**config.mk**
```make
export PLATFORM = sky130hd
export DESIGN_NAME = ask4_symbol_upsampler
export DESIGN_NICKNAME = d
export VERILOG_FILES = /design/src/rtl/ask4_symbol_upsampler.sv
export SDC_FILE = /design/constraint.sdc
export NUM_CORES = 1
export LEC_CHECK = 0
export CORE_MARGIN = 5
export CORE_UTILIZATION = 48
export CTS_BUF_LIST = sky130_fd_sc_hd__clkbuf_16
export CTS_CLUSTER_SIZE = 24
export DETAILED_ROUTE_END_ITERATION = 8
export PLACE_DENSITY = 0.75
export SETUP_SLACK_MARGIN = 0.3
export SKIP_LAST_GASP = 1
export SYNTH_ARGS = -nofsm -noshare
export SYNTH_HDL_FRONTEND = slang
export SYNTH_SLANG_ARGS = --single-unit
```
**constraint.sdc**
```tcl
create_clock -name sys_clk -period 2.5 [get_ports sys_clk]
set_input_delay 0.25 -clock sys_clk [delete_from_list [all_inputs] [get_ports sys_clk]]
set_output_delay 0.25 -clock sys_clk [all_outputs]
set_load 0.005 [all_outputs]
```
**src/rtl/ask4_symbol_upsampler.sv**
```systemverilog
// rtl/ask4_symbol_upsampler.sv - 4-ASK symbol mapper, symbol FIFO and zero-stuffing upsampler
//
// Front end of the pulse-shaping chain. Buffers 2-bit symbols, Gray-maps each one to a
// 4-ASK level in 1s17, and inserts SAM_PER_SYM-1 zero samples after every symbol. It also
// owns the sample/symbol clock enables so the downstream time-shared FIR runs on the same
// time base.
//
// Ports:
//   sys_clk     in   system clock
//   reset       in   synchronous, active-high
//   sym_data    in   [1:0] symbol bits, MSB first
//   sym_valid   in   sym_data is valid
//   sym_ready   out  FIFO can accept a symbol (not full)
//   sam_clk_en  out  one-cycle pulse per sample period (combinational)
//   sym_clk_en  out  one-cycle pulse on symbol-phase samples (combinational)
//   x_out       out  [WIDTH-1:0] signed 1s17 upsampled symbol stream to the FIR
//   fifo_level  out  [2:0] FIFO occupancy, 0..FIFO_DEPTH
//   underflow   out  sticky: a symbol phase found the FIFO empty
module ask4_symbol_upsampler #(
  parameter int WIDTH       = 18,
  parameter int SYS_PER_SAM = 4,
  parameter int SAM_PER_SYM = 4,
  parameter int FIFO_DEPTH  = 4,
  parameter int LVL_OUTER   = 98304,
  parameter int LVL_INNER   = 32768
) (
  input  logic             sys_clk,
  input  logic             reset,
  input  logic [1:0]       sym_data,
  input  logic             sym_valid,
  output logic             sym_ready,
  output logic             sam_clk_en,
  output logic             sym_clk_en,
  output logic [WIDTH-1:0] x_out,
  output logic [2:0]       fifo_level,
  output logic             underflow
);

  localparam int SAM_W = (SYS_PER_SAM > 1) ? $clog2(SYS_PER_SAM) : 1;
  localparam int SYM_W = (SAM_PER_SYM > 1) ? $clog2(SAM_PER_SYM) : 1;
  localparam int PTR_W = (FIFO_DEPTH > 1) ? $clog2(FIFO_DEPTH) : 1;
  localparam int CNT_W = $clog2(FIFO_DEPTH + 1);

  localparam logic [SAM_W-1:0] SAM_LAST = SAM_W'(SYS_PER_SAM - 1);
  localparam logic [SYM_W-1:0] SYM_LAST = SYM_W'(SAM_PER_SYM - 1);
  localparam logic [CNT_W-1:0] CNT_FULL = CNT_W'(FIFO_DEPTH);

  localparam logic [WIDTH-1:0] OUTER_POS = WIDTH'(LVL_OUTER);
  localparam logic [WIDTH-1:0] OUTER_NEG = WIDTH'(-LVL_OUTER);
  localparam logic [WIDTH-1:0] INNER_POS = WIDTH'(LVL_INNER);
  localparam logic [WIDTH-1:0] INNER_NEG = WIDTH'(-LVL_INNER);

  logic [SAM_W-1:0] sam_cnt;
  logic [SYM_W-1:0] sym_cnt;

  logic [1:0]       mem [FIFO_DEPTH];
  logic [PTR_W-1:0] wr_ptr;
  logic [PTR_W-1:0] rd_ptr;
  logic [CNT_W-1:0] count;

  logic             fifo_empty;
  logic             fifo_full;
  logic             push;
  logic             pop;
  logic [WIDTH-1:0] head_level;

  // Both enables are gated by reset so a reset landing on the last sub-cycle
  // cannot leak a pulse to the filter.
  assign sam_clk_en = (sam_cnt == SAM_LAST) && !reset;
  assign sym_clk_en = sam_clk_en && (sym_cnt == '0);

  assign fifo_empty = (count == '0);
  assign fifo_full  = (count == CNT_FULL);
  assign sym_ready  = !fifo_full;
  assign fifo_level = 3'(count);

  // Occupancy is registered, so a symbol arriving on the same edge as a pop on an
  // empty FIFO is never bypassed to the output; it waits for the next symbol phase.
  assign push = sym_valid && !fifo_full;
  assign pop  = sym_clk_en && !fifo_empty;

  // Gray mapping: adjacent levels differ in one bit.
  always_comb begin
    head_level = '0;
    case (mem[rd_ptr])
      2'b00:   head_level = OUTER_NEG;
      2'b01:   head_level = INNER_NEG;
      2'b11:   head_level = INNER_POS;
      default: head_level = OUTER_POS;
    endcase
  end

  // Symbol storage carries no reset; occupancy and pointers define what is valid.
  always_ff @(posedge sys_clk) begin
    if (!reset && push) begin
      mem[wr_ptr] <= sym_data;
    end
  end

  always_ff @(posedge sys_clk) begin
    if (reset) begin
      sam_cnt   <= '0;
      sym_cnt   <= '0;
      wr_ptr    <= '0;
      rd_ptr    <= '0;
      count     <= '0;
      x_out     <= '0;
      underflow <= 1'b0;
    end else begin
      sam_cnt <= (sam_cnt == SAM_LAST) ? '0 : sam_cnt + SAM_W'(1);

      if (sam_clk_en) begin
        sym_cnt <= (sym_cnt == SYM_LAST) ? '0 : sym_cnt + SYM_W'(1);
        if (sym_cnt == '0) begin
          if (!fifo_empty) begin
            x_out <= head_level;
          end else begin
            x_out     <= '0;
            underflow <= 1'b1;
          end
        end else begin
          x_out <= '0;
        end
      end

      if (push) begin
        wr_ptr <= wr_ptr + PTR_W'(1);
      end
      if (pop) begin
        rd_ptr <= rd_ptr + PTR_W'(1);
      end

      case ({push, pop})
        2'b10:   count <= count + CNT_W'(1);
        2'b01:   count <= count - CNT_W'(1);
        default: count <= count;
      endcase
    end
  end

endmodule

```
==> impl_metrics.csv <==
group,metric,value,unit
worst_setup_path,critical_path_class,"reg2reg",
synthesis,synth_area,1267,um^2
timing,final.period_utilization,0.8742,
detailed_routing,wl,1971,um
synthesis,synth_cell_type_count,30,
detailed_routing,top_layer,"met4",
clock_tree,worstSkewPairLatency,0.25,ns
power_and_ir_drop,peakVddDrop,0.5610,mV
clock_tree,clk_pin_slew,0.06,ns
clock_tree,numCtsBuffers,3,
clock_tree,cts_root_buf,"clkbuf_16",
worst_setup_path,cp-end-kind,"flip-flop",
synthesis,yosysWarnings,0,
placement,gp_congestion,0.6847,
detailed_routing,drt-met1-wl,830,um
die,rows,18,
timing,clock_skew,0.001912,ns
power_and_ir_drop,p_leak,0.0006448,uW
placement,hpwl,1471,um
die,dieWidth,61.39,um
timing,tns,0,ns
detailed_routing,via_per_inst,4.659,
synthesis,avgSynthCellArea,10.93,um^2
die,die-area,3768,um^2
worst_setup_path,r2r_cells,9,
worst_setup_path,worstPathArrival,2.38,ns
detailed_routing,dr_wl_met3,139,um
run_status,status,"finished clean",
timing,hold_viol,0,
flow_run,maxCapViolCount,0,
timing,min_period,2.185,ns
global_route,grt_overflow_total,0,
layout,final_util,0.6156,
worst_setup_path,startpoint,"fifo_level[2]$_SDFFE_PP0P_",
global_route,grtUsageTotal,0.1230,
timing,fmax,457.6,MHz
synthesis,yosys_most_used_dff,"dfxtp_1",
worst_setup_path,reg2reg_slack,0.31,ns
global_route,antenna_found_initial,0,
timing,worst_hold_slack,0.4284,ns
layout,area.growth.synth_to_final,21.42,%
die,io_pins,30,
die,initial_core_util,0.5070,
synthesis,synth-seq-cells,25,
timing,slew_violations,0,
layout,nFillCells,194,
global_route,grt_pass1_wl,3332,um
global_route,grt_max_degree,21,
detailed_routing,wl_per_cell,11.80,um
timing,slew_headroom,0.6593,
clock_tree,ctsHoldBuffers,0,
timing,rsz0062_at_grt,"true",
global_route,grt_pass1_vias,777,
timing,final-setup-viol-count,0,
layout,drive_gt1_frac,0.1679,
power_and_ir_drop,p_per_area,599.2,nW/um^2
synthesis,synth_edf_count,8,
synthesis,synth_seq_area_share,0.4580,
worst_setup_path,endpoint,"fifo_level[2]$_SDFFE_PP0P_",
synthesis,syn-instance-count,116,
placement,port_buffers,14,
layout,final_common_cell,"conb_1",
timing,worstMarginPinSlew,0.5072,ns
clock_tree,cts_tree,"yes",
detailed_routing,drtPass1Iterations,4,
hold_path,hold_class,"reg2reg",
worst_setup_path,r2r_start,"fifo_level[2]$_SDFFE_PP0P_",
detailed_routing,ant_nets,0,
layout,final_cell_mix,"conb_1, dfxtp_1, clkdlybuf4s50_1",
die,core,2500,um^2
detailed_routing,drt_iter0_markers,8,
worst_setup_path,critPathLaunchType,"flip-flop",
layout,seq_area,586.8,um^2
worst_setup_path,crit_required,2.69,ns
layout,antennaDiodeCount,0,
worst_setup_path,crit-reg2reg-capture,"fifo_level[2]$_SDFFE_PP0P_",
layout,multi_input_area,596.8,um^2
synthesis,synthArstFlopShare,0,
detailed_routing,drcViolationCount,0,
die,die_h,61.39,um
clock_tree,cts_buffer_depth,2,
detailed_routing,vias,778,
clock_tree,h-tree-depth,1,
clock_tree,cts.sinks,25,
detailed_routing,wl_met2,963,um
layout,fin_nets,155,
worst_setup_path,critPathMaxFanout,4,
-- layer usage --
metal / vias to the layer above / GRT usage
met5: - / 0
met4: 0 / 0.05455
met3: 4 / 0.03774
met2: 25 / 0.2054
met1: 351 / 0.1459
li1: 398 / -
-- worst max-delay path, stage by stage (launching register included) --
cell and delay (ns):
dfxtp_2 0.36, or3b_4 0.38, and2_4 0.17, inv_6 0.06
ha_4 0.13, inv_1 0.05, fa_2 0.33, xor2_1 0.16
or3_1 0.39, a21oi_2 0.11
-- synth_stat cells, drive strengths merged (2+ instances only) --
| cell | n | area [um^2] |
|---|---|---|
| a21o | 2 | 15.01 |
| a21oi | 3 | 15.01 |
| and2 | 2 | 15.02 |
| buf | 17 | 121.4 |
| dfxtp | 17 | 340.3 |
| edfxtp | 8 | 240.2 |
| ha | 11 | 137.6 |
| inv | 11 | 41.29 |
| mux2i | 6 | 60.06 |
| mux4 | 2 | 45.04 |
| nand2b | 4 | 25.02 |
| nor2 | 13 | 51.30 |
| nor3 | 2 | 10.01 |
| nor3b | 6 | 45.04 |
| xor2 | 2 | 17.52 |
-- layout make-up --
class                           instances  share of cell area
Multi-Input combinational cell         76              0.3878
Clock buffer                            3             0.04878
Inverter                               11             0.03008
Tap cell                               30             0.02439
Timing Repair Buffer                   21              0.1252
Clock inverter                          1            0.002439
Sequential cell                        25              0.3813
-- per-stage QoR --
| step | power [uW] | cell area, um^2 | std cells | worst slack [ns] |
|---|---|---|---|---|
| floorplan | 549.6 | 1333 | 130 | 0.3098 |
| global placement | 568.8 | 1408 | 159 | 0.2322 |
| detailed placement | 574.5 | 1408 | 159 | 0.1570 |
| CTS | 924.0 | 1499 | 164 | 0.3059 |
| global route | 972.1 | 1539 | 167 | 0.2327 |
| finish | 922.2 | 1539 | 167 | 0.3145 |
-- report_power, final --
group,internal (uW),switching [uW]
Sequential,439,13.8
Combinational,62.7,58.8
Clock,214,134
Total,716,206
-- what timing repair did --
action	4_1_cts	5_1_grt
pin swaps	1	2
setup endpoints to repair	1	1
setup buffers	1	3
gates resized for setup	2	4
-- sequential cells by signal, summed over array words and instances (netlist names), named ones only --
signal / count
sam_cnt: 2
sym_cnt: 2
underflow: 1
wr_ptr: 2
x_out: 3
mem: 8
rd_ptr: 2
fifo_level: 3
-- cell families (layout without fill, tap and decap cells) --
group / count (synthesis) / in the layout / share of synthesized area
and+or+nand+nor: 31 / 31 / 0.1402
DFF: 25 / 25 / 0.4580
AOI/OAI and AO/OA: 7 / 7 / 0.03454
xor gates and xnor gates: 2 / 2 / 0.01382
adders and majority gates: 12 / 12 / 0.1244
buffers and inverters: 29 / 36 / 0.1313
other: 1 / 15 / 0.002959
muxes: 9 / 9 / 0.09476
-- how the worst min path moves through the flow --
stage                                startpoint                    end  slack (ns)  cells past startpoint
after floorplan                     sym_data[0]    mem[0][0]$_DFFE_PP_        0.35                      0
after global placement    sam_cnt[0]$_SDFF_PP0_  sam_cnt[0]$_SDFF_PP0_        0.41                      1
after detailed placement  sam_cnt[0]$_SDFF_PP0_  sam_cnt[0]$_SDFF_PP0_        0.42                      1
after CTS                 sam_cnt[0]$_SDFF_PP0_  sam_cnt[0]$_SDFF_PP0_        0.43                      1
after global routing      sam_cnt[0]$_SDFF_PP0_  sam_cnt[0]$_SDFF_PP0_        0.46                      1
final                     sam_cnt[0]$_SDFF_PP0_  sam_cnt[0]$_SDFF_PP0_        0.43                      1
Power figures use the tool's default switching activity.
